File: src/rtl/systolic_sequencer.sv
// systolic_sequencer: sequences one pass of the systolic MAC array.
// Weight load (optional) -> one-cycle accumulator clear -> diagonally skewed
// per-row r_en schedule for N vectors -> pipeline flush -> done pulse.

// One row of the skewed schedule: row ROW streams while t is in [ROW, ROW+N-1].
module systolic_sequencer_row #(
  parameter int CW  = 17,
  parameter int ROW = 0
) (
  input  logic [CW-1:0] t_i,
  input  logic [CW-1:0] n_i,
  output logic          en_o
);
  assign en_o = (t_i >= CW'(ROW)) && (t_i < n_i + CW'(ROW));
endmodule

module systolic_sequencer #(
  parameter int array_size   = 9,
  parameter int vec_w        = 16,
  parameter int flush_cycles = 2 * array_size
) (
  input  logic                  s_clk,
  input  logic                  s_reset,
  input  logic                  start,
  input  logic                  load_weights,
  input  logic [vec_w-1:0]      num_vectors,
  input  logic                  abort,
  input  logic                  w_done,
  output logic                  weight_write_enable,
  output logic                  clear,
  output logic [array_size-1:0] r_en,
  output logic                  busy,
  output logic                  done
);

  // One counter serves LOAD_W residency, RUN time t and FLUSH length; one
  // extra bit over vec_w keeps N+array_size-2 from wrapping at N=2^vec_w-1.
  localparam int FW = $clog2(flush_cycles + 1);
  localparam int CW = (vec_w + 1 > FW) ? vec_w + 1 : FW;

  typedef enum logic [2:0] {IDLE, LOAD_W, CLEAR, RUN, FLUSH, DONE} state_t;

  state_t                state_q;
  logic [vec_w-1:0]      n_q;
  logic [CW-1:0]         cnt_q;
  logic [CW-1:0]         t_d;
  logic [CW-1:0]         n_ext;
  logic [1:0]            wsync_q;
  logic [array_size-1:0] r_en_d;
  logic                  run_last;
  logic                  flush_last;

  // Schedule time of the cycle being set up: 0 on RUN entry, t+1 inside RUN.
  always_comb begin
    t_d = '0;
    if (state_q == RUN) t_d = cnt_q + CW'(1);
  end

  assign n_ext      = CW'(n_q);
  assign run_last   = (cnt_q + CW'(1)) == (n_ext + CW'(array_size - 1));
  assign flush_last = cnt_q == CW'(flush_cycles - 1);

  genvar gi;
  for (gi = 0; gi < array_size; gi++) begin : g_row
    systolic_sequencer_row #(.CW(CW), .ROW(gi)) u_row (
      .t_i  (t_d),
      .n_i  (n_ext),
      .en_o (r_en_d[gi])
    );
  end

  // Two-flop synchroniser for the loader's completion level.
  always_ff @(posedge s_clk) begin
    if (s_reset) wsync_q <= '0;
    else         wsync_q <= {wsync_q[0], w_done};
  end

  // Pass FSM; every output is registered alongside the state it belongs to.
  always_ff @(posedge s_clk) begin
    if (s_reset) begin
      state_q             <= IDLE;
      n_q                 <= '0;
      cnt_q               <= '0;
      weight_write_enable <= 1'b0;
      clear               <= 1'b1;
      r_en                <= '0;
      busy                <= 1'b0;
      done                <= 1'b0;
    end else if (abort && state_q != IDLE) begin
      state_q             <= IDLE;
      cnt_q               <= '0;
      weight_write_enable <= 1'b0;
      clear               <= 1'b1;
      r_en                <= '0;
      busy                <= 1'b0;
      done                <= 1'b0;
    end else begin
      case (state_q)
        IDLE: begin
          if (start) begin
            n_q   <= num_vectors;
            cnt_q <= '0;
            busy  <= 1'b1;
            if (num_vectors == '0) begin
              state_q <= DONE;
              done    <= 1'b1;
            end else if (load_weights) begin
              state_q             <= LOAD_W;
              weight_write_enable <= 1'b1;
            end else begin
              state_q <= CLEAR;
              clear   <= 1'b0;
            end
          end
        end
        LOAD_W: begin
          // cnt_q != 0 enforces two cycles even if w_done was already high.
          if (wsync_q[1] && cnt_q != '0) begin
            state_q             <= CLEAR;
            weight_write_enable <= 1'b0;
            clear               <= 1'b0;
          end else begin
            cnt_q <= CW'(1);
          end
        end
        CLEAR: begin
          state_q <= RUN;
          clear   <= 1'b1;
          cnt_q   <= '0;
          r_en    <= r_en_d;
        end
        RUN: begin
          if (run_last) begin
            state_q <= FLUSH;
            cnt_q   <= '0;
            r_en    <= '0;
          end else begin
            cnt_q <= t_d;
            r_en  <= r_en_d;
          end
        end
        FLUSH: begin
          if (flush_last) begin
            state_q <= DONE;
            done    <= 1'b1;
          end else begin
            cnt_q <= cnt_q + CW'(1);
          end
        end
        DONE: begin
          state_q <= IDLE;
          cnt_q   <= '0;
          done    <= 1'b0;
          busy    <= 1'b0;
        end
        default: state_q <= IDLE;
      endcase
    end
  end

endmodule

File: config.mk
export PLATFORM = sky130hd
export DESIGN_NAME = systolic_sequencer
export DESIGN_NICKNAME = d
export VERILOG_FILES = /design/src/rtl/systolic_sequencer.sv
export SDC_FILE = /design/constraint.sdc
export NUM_CORES = 1
export LEC_CHECK = 0
export ABC_AREA = 1
export BUFFER_PORTS_ARGS = -buffer_cell sky130_fd_sc_hd__buf_2
export CELL_PAD_IN_SITES_DETAIL_PLACEMENT = 1
export CELL_PAD_IN_SITES_GLOBAL_PLACEMENT = 1
export CORE_ASPECT_RATIO = 2
export CORE_UTILIZATION = 30
export CTS_CLUSTER_DIAMETER = 200
export DETAILED_ROUTE_END_ITERATION = 6
export HOLD_SLACK_MARGIN = 0.05
export PLACE_DENSITY = 0.61
export SYNTH_ARGS = -nofsm -noshare
export SYNTH_HDL_FRONTEND = slang
export SYNTH_SLANG_ARGS = --single-unit
File: constraint.sdc
create_clock -name s_clk -period 7.15 [get_ports s_clk]
set_input_delay 0.715 -clock s_clk [delete_from_list [all_inputs] [get_ports s_clk]]
set_output_delay 0.715 -clock s_clk [all_outputs]
set_load 0.05 [all_outputs]
After elaboration in Yosys (flattened, before gate mapping)
Cells that the tools add are included.
- logic and storage cells: 114
- register bits after elaboration: 51
- input port bits: 22
- output and inout bits: 13
- order comparisons: 18
- add/sub/neg operators: 9
- muxes and demuxes: 30
- bitwise gates (word level): 1
- equal/unequal tests: 17
- reductions and logical operators: 30
- operators by type and width (operator ; count):
    $lt 17x17->1 ; 8
    $mux 17 ; 5
    $pmux 17 s5 ; 1
    $add 16x3->17 const B ; 4
    $ge 17x3->1 const B ; 4
    $add 16x2->17 const B ; 2
    $ge 17x1->1 const B ; 2
    $ge 17x2->1 const B ; 2
    $ne 2x2->1 const B ; 10
    $pmux 9 s2 ; 1
    $add 16x1->17 const B ; 1
    $add 16x4->17 const B ; 1
    $add 17x1->17 const B ; 1
    $eq 17x17->1 ; 1
    $eq 17x5->1 const B ; 1
    $ge 17x4->1 const B ; 1
    $lt 17x16->1 ; 1
    $reduce_bool 17->1 ; 1
    $logic_not 16->1 ; 1
    $mux 3 ; 5
    $pmux 3 s5 ; 1
    $reduce_and 4->1 ; 3
    $logic_and 1x1->1 ; 11
    $mux 1 ; 11
    other kinds (16) ; 26

Logic depth before layout (Yosys ltp)
- depth after elaboration: 6
- gate-level depth with buffers: 22

Hierarchy
From an unflattened synthesis, not the netlist that was laid out.
- cells, all modules: 1767
- area, all modules: 10349.9 um^2
- modules (own cells, without submodules) (module ; cells an instance ; area an instance (um^2) ; instances ; sequential area each (um^2)):
    systolic_sequencer ; 619 ; 3585.9 ; 1 ; 1021.0
    systolic_sequencer_row at g_row[7].u_row ; 140 ; 840.8 ; 1 ; 0.0
    systolic_sequencer_row at g_row[1].u_row ; 138 ; 815.8 ; 1 ; 0.0
    systolic_sequencer_row at g_row[3].u_row ; 133 ; 793.3 ; 1 ; 0.0
    systolic_sequencer_row at g_row[5].u_row ; 135 ; 792.0 ; 1 ; 0.0
    systolic_sequencer_row at g_row[6].u_row ; 133 ; 790.8 ; 1 ; 0.0
    systolic_sequencer_row at g_row[4].u_row ; 132 ; 773.2 ; 1 ; 0.0
    systolic_sequencer_row at g_row[2].u_row ; 133 ; 764.5 ; 1 ; 0.0
    systolic_sequencer_row at g_row[8].u_row ; 122 ; 729.4 ; 1 ; 0.0
    systolic_sequencer_row at g_row[0].u_row ; 82 ; 464.2 ; 1 ; 0.0

Worst setup path after synthesis
Ideal clock, no wire load.
- path type: register to register
- start point: register n_q[1]
- end point: register r_en[7]
- data required time: 7.080 ns
- library setup time: 0.070 ns
- path buffers: 2
- slack: 4.416 ns
- arrival time: 2.664 ns
- cell stages (with the launch flop): 19
- cells stage by stage: dfxtp_1 > buf_2 > inv_1 > ha_1 > clkbuf_1 > o21ai_0 > xor2_1 > ha_1 > nand2_1 > inv_1 > a221oi_1 > o21ai_0 > nand3_1 > nand3_1 > nand2_1 > nand2_1 > nand2_1 > nand3_1 > a21oi_1
- cells in the longest elaborated chain, start to end: 5
- ends and longest elaborated chain (element ; line ; text):
    from (decl) ; 44 ; logic [vec_w-1:0] n_q;
    from (signal assigned) ; 101 ; n_q <= num_vectors;
    $add 16x3->17 ; 14 ; assign en_o = (t_i >= CW'(ROW)) && (t_i < n_i + CW'(ROW));
    $lt 17x17->1 ; 14 ;
    $logic_and 1x1->1 ; 14 ;
    $mux 9 ; 133 ; if (run_last) begin
    $pmux 9 s2 * ; 98 ; case (state_q)
    to (signal assigned) ; 130 ; r_en <= r_en_d;
    to (signal assigned) ; 139 ; r_en <= r_en_d;
    to (decl) ; 31 ; output logic [array_size-1:0] r_en,
Mark *: on every way between the ends. The rest lies on a longest branch, timed or not.
A chain may end at the register's enable or synchronous reset.

Final worst setup path
- start point: register n_q[0]
- end point: register r_en[7]
Same word-level chain as after synthesis.

==> impl_metrics.toml <==
[outcome]
status = "finished clean"

[clock_tree]
cts_tree = "yes"
clkTransAtPathRegs_ns = 0.08
cts_inserted_buffers = 5
htree_levels = 2
insertion_delay_ns = 0.32
clkSinkCount = 51
root_buffer = "clkbuf_16"
cts-hold-fix-buffers = 0
cts.path.max_buffers = 2
post-cts-setup-buffers = 0
cts_resized = 0

[timing]
maxSlewHeadroom_pct = 35.2
max_freq_ghz = 0.231
setup_viol = 0
slew_violations = 0
finalHoldViolCount = 0
setup-tns-final_ns = 0
period_share_pct = 60.6
finClkSkew_ns = 0.00920
rsz0062_at_grt = "no"
period_needed_ns = 4.34
tightest_slew_ns = 0.967

[die]
die_x_um = 119
die-area_sq_um = 28000
core_sq_um = 26900
die_h_um = 236
ios = 35
initial_core_util_pct = 30.4
rows = 85

[grt]
grt_antenna_before_repair = 0
grt_max_degree = 34
grt_overflow = 0
grtUsageTotal_pct = 28.0
grt_pass1_vias = 9805
grt_pass1_wl_mm = 57.8

[routing]
vias = 9300
drtIter0Drc = 363
wl_per_cell_um = 22.1
dr.pass1.iters = 7
drtAntennaViolNets = 0
wl_mm = 38.5
drc = 0
avgViaCountPerCell = 5.34

[place]
dpl.hpwl_mm = 31.5
postPlaceCellArea_sq_um = 8630
finalWeightedCongestion = 0.994
place_inst = 1735
io_buffers = 34

[finish]
syn_to_final_growth_pct = 7.59
multiInputGateArea_sq_um = 6380
drive_gt1_share_pct = 7.46
nets = 1528
fin_util_pct = 32.8
diodes = 0
n_fill_cell = 3599
seq_area_sq_um = 1020
finalNonFillerCells = 1743
fin_area_sq_um = 8810

[synth]
synth-async-reset-ratio_pct = 0
synth-seq-cells = 51
seq_area_frac_synth_pct = 12.5
avgSynthCellArea_sq_um = 5.92
yosys-top-cells-area = "nand2_1 19%, ha_1 17%, dfxtp_1 12%"
yosysUniqueCellTypes = 50
yosysTopAreaCell = "nand2_1"
synthCells = 1384
yosysWarningCount = 0
syn_nets = 1518
synth_top_area_share_pct = 19.1
synth_area_sq_um = 8190
synth-edff-count = 0
synthFlopType = "dfxtp_1"

[worst_setup_path]
path_cells = "clkinv_1 > ha_1 > o21ai_0 > xor2_1 > ha_1 > nand2_1 > inv_1 > a221oi_1 > o21ai_0 > nand3_1 > nand3_1 > nand2_1 > nand2_1 > nand2_1 > nand3_1 > a21oi_1"
crit_slowest_cell = "dfxtp_1"
critPathLaunchType = "register"
crit_required_ns = 7.39
crit_arrival_ns = 4.57
crit_top_cell = "nand2_1"
critPathMaxStageDelay_ns = 0.70
path_class = "register to register"
path_max_fanout = 10
worst_setup_path_end_kind = "register"

[hold_path]
min_path_type = "register to register"

[run]
max_cap_violations = 0

[power]
vdd_drop_max_mv = 0.128
p_leak_nw = 4.46
power.density_nw_per_um2 = 244
## layout make-up
cell class	count	area share, %
clock buffer	6	1.58
clock inverter	2	0.440
inverter	153	6.56
multi-input combinational	1143	72.5
sequential	51	11.6
tap	348	4.94
timing repair buffer	40	2.44
## critical path, delay by kind of cell, from the launching register on
family | cells | cell delay, ns
AO/OA/AOI/OAI | 4 | 1.15
adder cells (fa/ha/maj) | 2 | 0.88
AND/OR/NAND/NOR | 7 | 0.72
flip-flops | 1 | 0.70
buffers and inverters | 2 | 0.67
XOR/XNOR | 1 | 0.14
## synthesized netlist by cell type, drive strengths merged, types with 3 or more instances
cell type,number
or2,3
a31o,3
o21ai,53
a21oi,77
dfxtp,51
nand2,435
nor2,181
nand3,120
xor2,65
ha,112
clkinv,6
xnor2,4
inv,147
a211oi,17
clkbuf,9
buf,28
o21bai,3
nand3b,7
nand4,30
o31ai,4
nor3,10
## cells by family (layout without fill, tap and decap cells)
| family | count (synthesis) | in the layout | synth area share (%) |
|---|---|---|---|
| XOR/XNOR | 69 | 69 | 7.47 |
| buffers and inverters | 190 | 201 | 9.61 |
| flip-flops | 51 | 51 | 12.5 |
| adder cells (fa/ha/maj) | 112 | 112 | 17.1 |
| AND/OR/NAND/NOR | 793 | 793 | 41.7 |
| AO/OA/AOI/OAI | 169 | 169 | 11.6 |
## path summary, 6_finish.rpt
path | depth (start not counted) | start | end | slack [ns]
max | 16 | n_q[0] | r_en[7] | 2.81
min | 2 | wsync_q[0] | wsync_q[1] | 0.41
max reg2reg | 16 | n_q[0] | r_en[7] | 2.81
min reg2reg | 2 | wsync_q[0] | wsync_q[1] | 0.41
## through the flow
step / power, mW / setup slack [ns] / hold WS, ns
after global routing: 2.32 / 2.69 / 0.435
after global placement: 1.80 / 2.92 / 0.408
final: 2.15 / 2.81 / 0.410
after detailed placement: 1.83 / 2.95 / 0.405
after CTS: 2.15 / 2.93 / 0.418
after floorplan: 1.37 / 4.42 / 0.388
## state kept, by name, indices dropped and copies added (netlist names)
register and flops:
clear 1, n_q 16, wsync_q 2, cnt_q 17
done 1, r_en 9, weight_write_enable 1, busy 1
state_q 3
## cell usage in the layout (no fill, tap or decap), drive strengths merged, types with 3 or more instances in the layout
cell    netlist  routed
o21bai        3       3
o21ai        53      53
dfxtp        51      51
buf          28      40
inv         147     148
clkbuf        9       6
xnor2         4       4
nor2        181     181
nor3         10      10
nand4        30      30
a211oi       17      17
nand3       120     120
a31o          3       3
xor2         65      65
nand3b        7       7
ha          112     112
nand2       435     435
clkinv        6       6
or2           3       3
o31ai         4       4
a21oi        77      77
## where the power goes
part / switching [mW] / internal (mW)
Sequential: 0.134 / 0.334
Clock: 0.132 / 0.177
Combinational: 0.956 / 0.414
## layer usage
| metal | part of all wire (%) | GRT usage [%] |
|---|---|---|
| met4 | 10 | 26.2 |
| met3 | 2.5 | 2.47 |
| met1 | 35 | 26.1 |
| met2 | 53 | 52.4 |
| met5 | 0 | 0 |
Power figures use the tool's default switching activity.
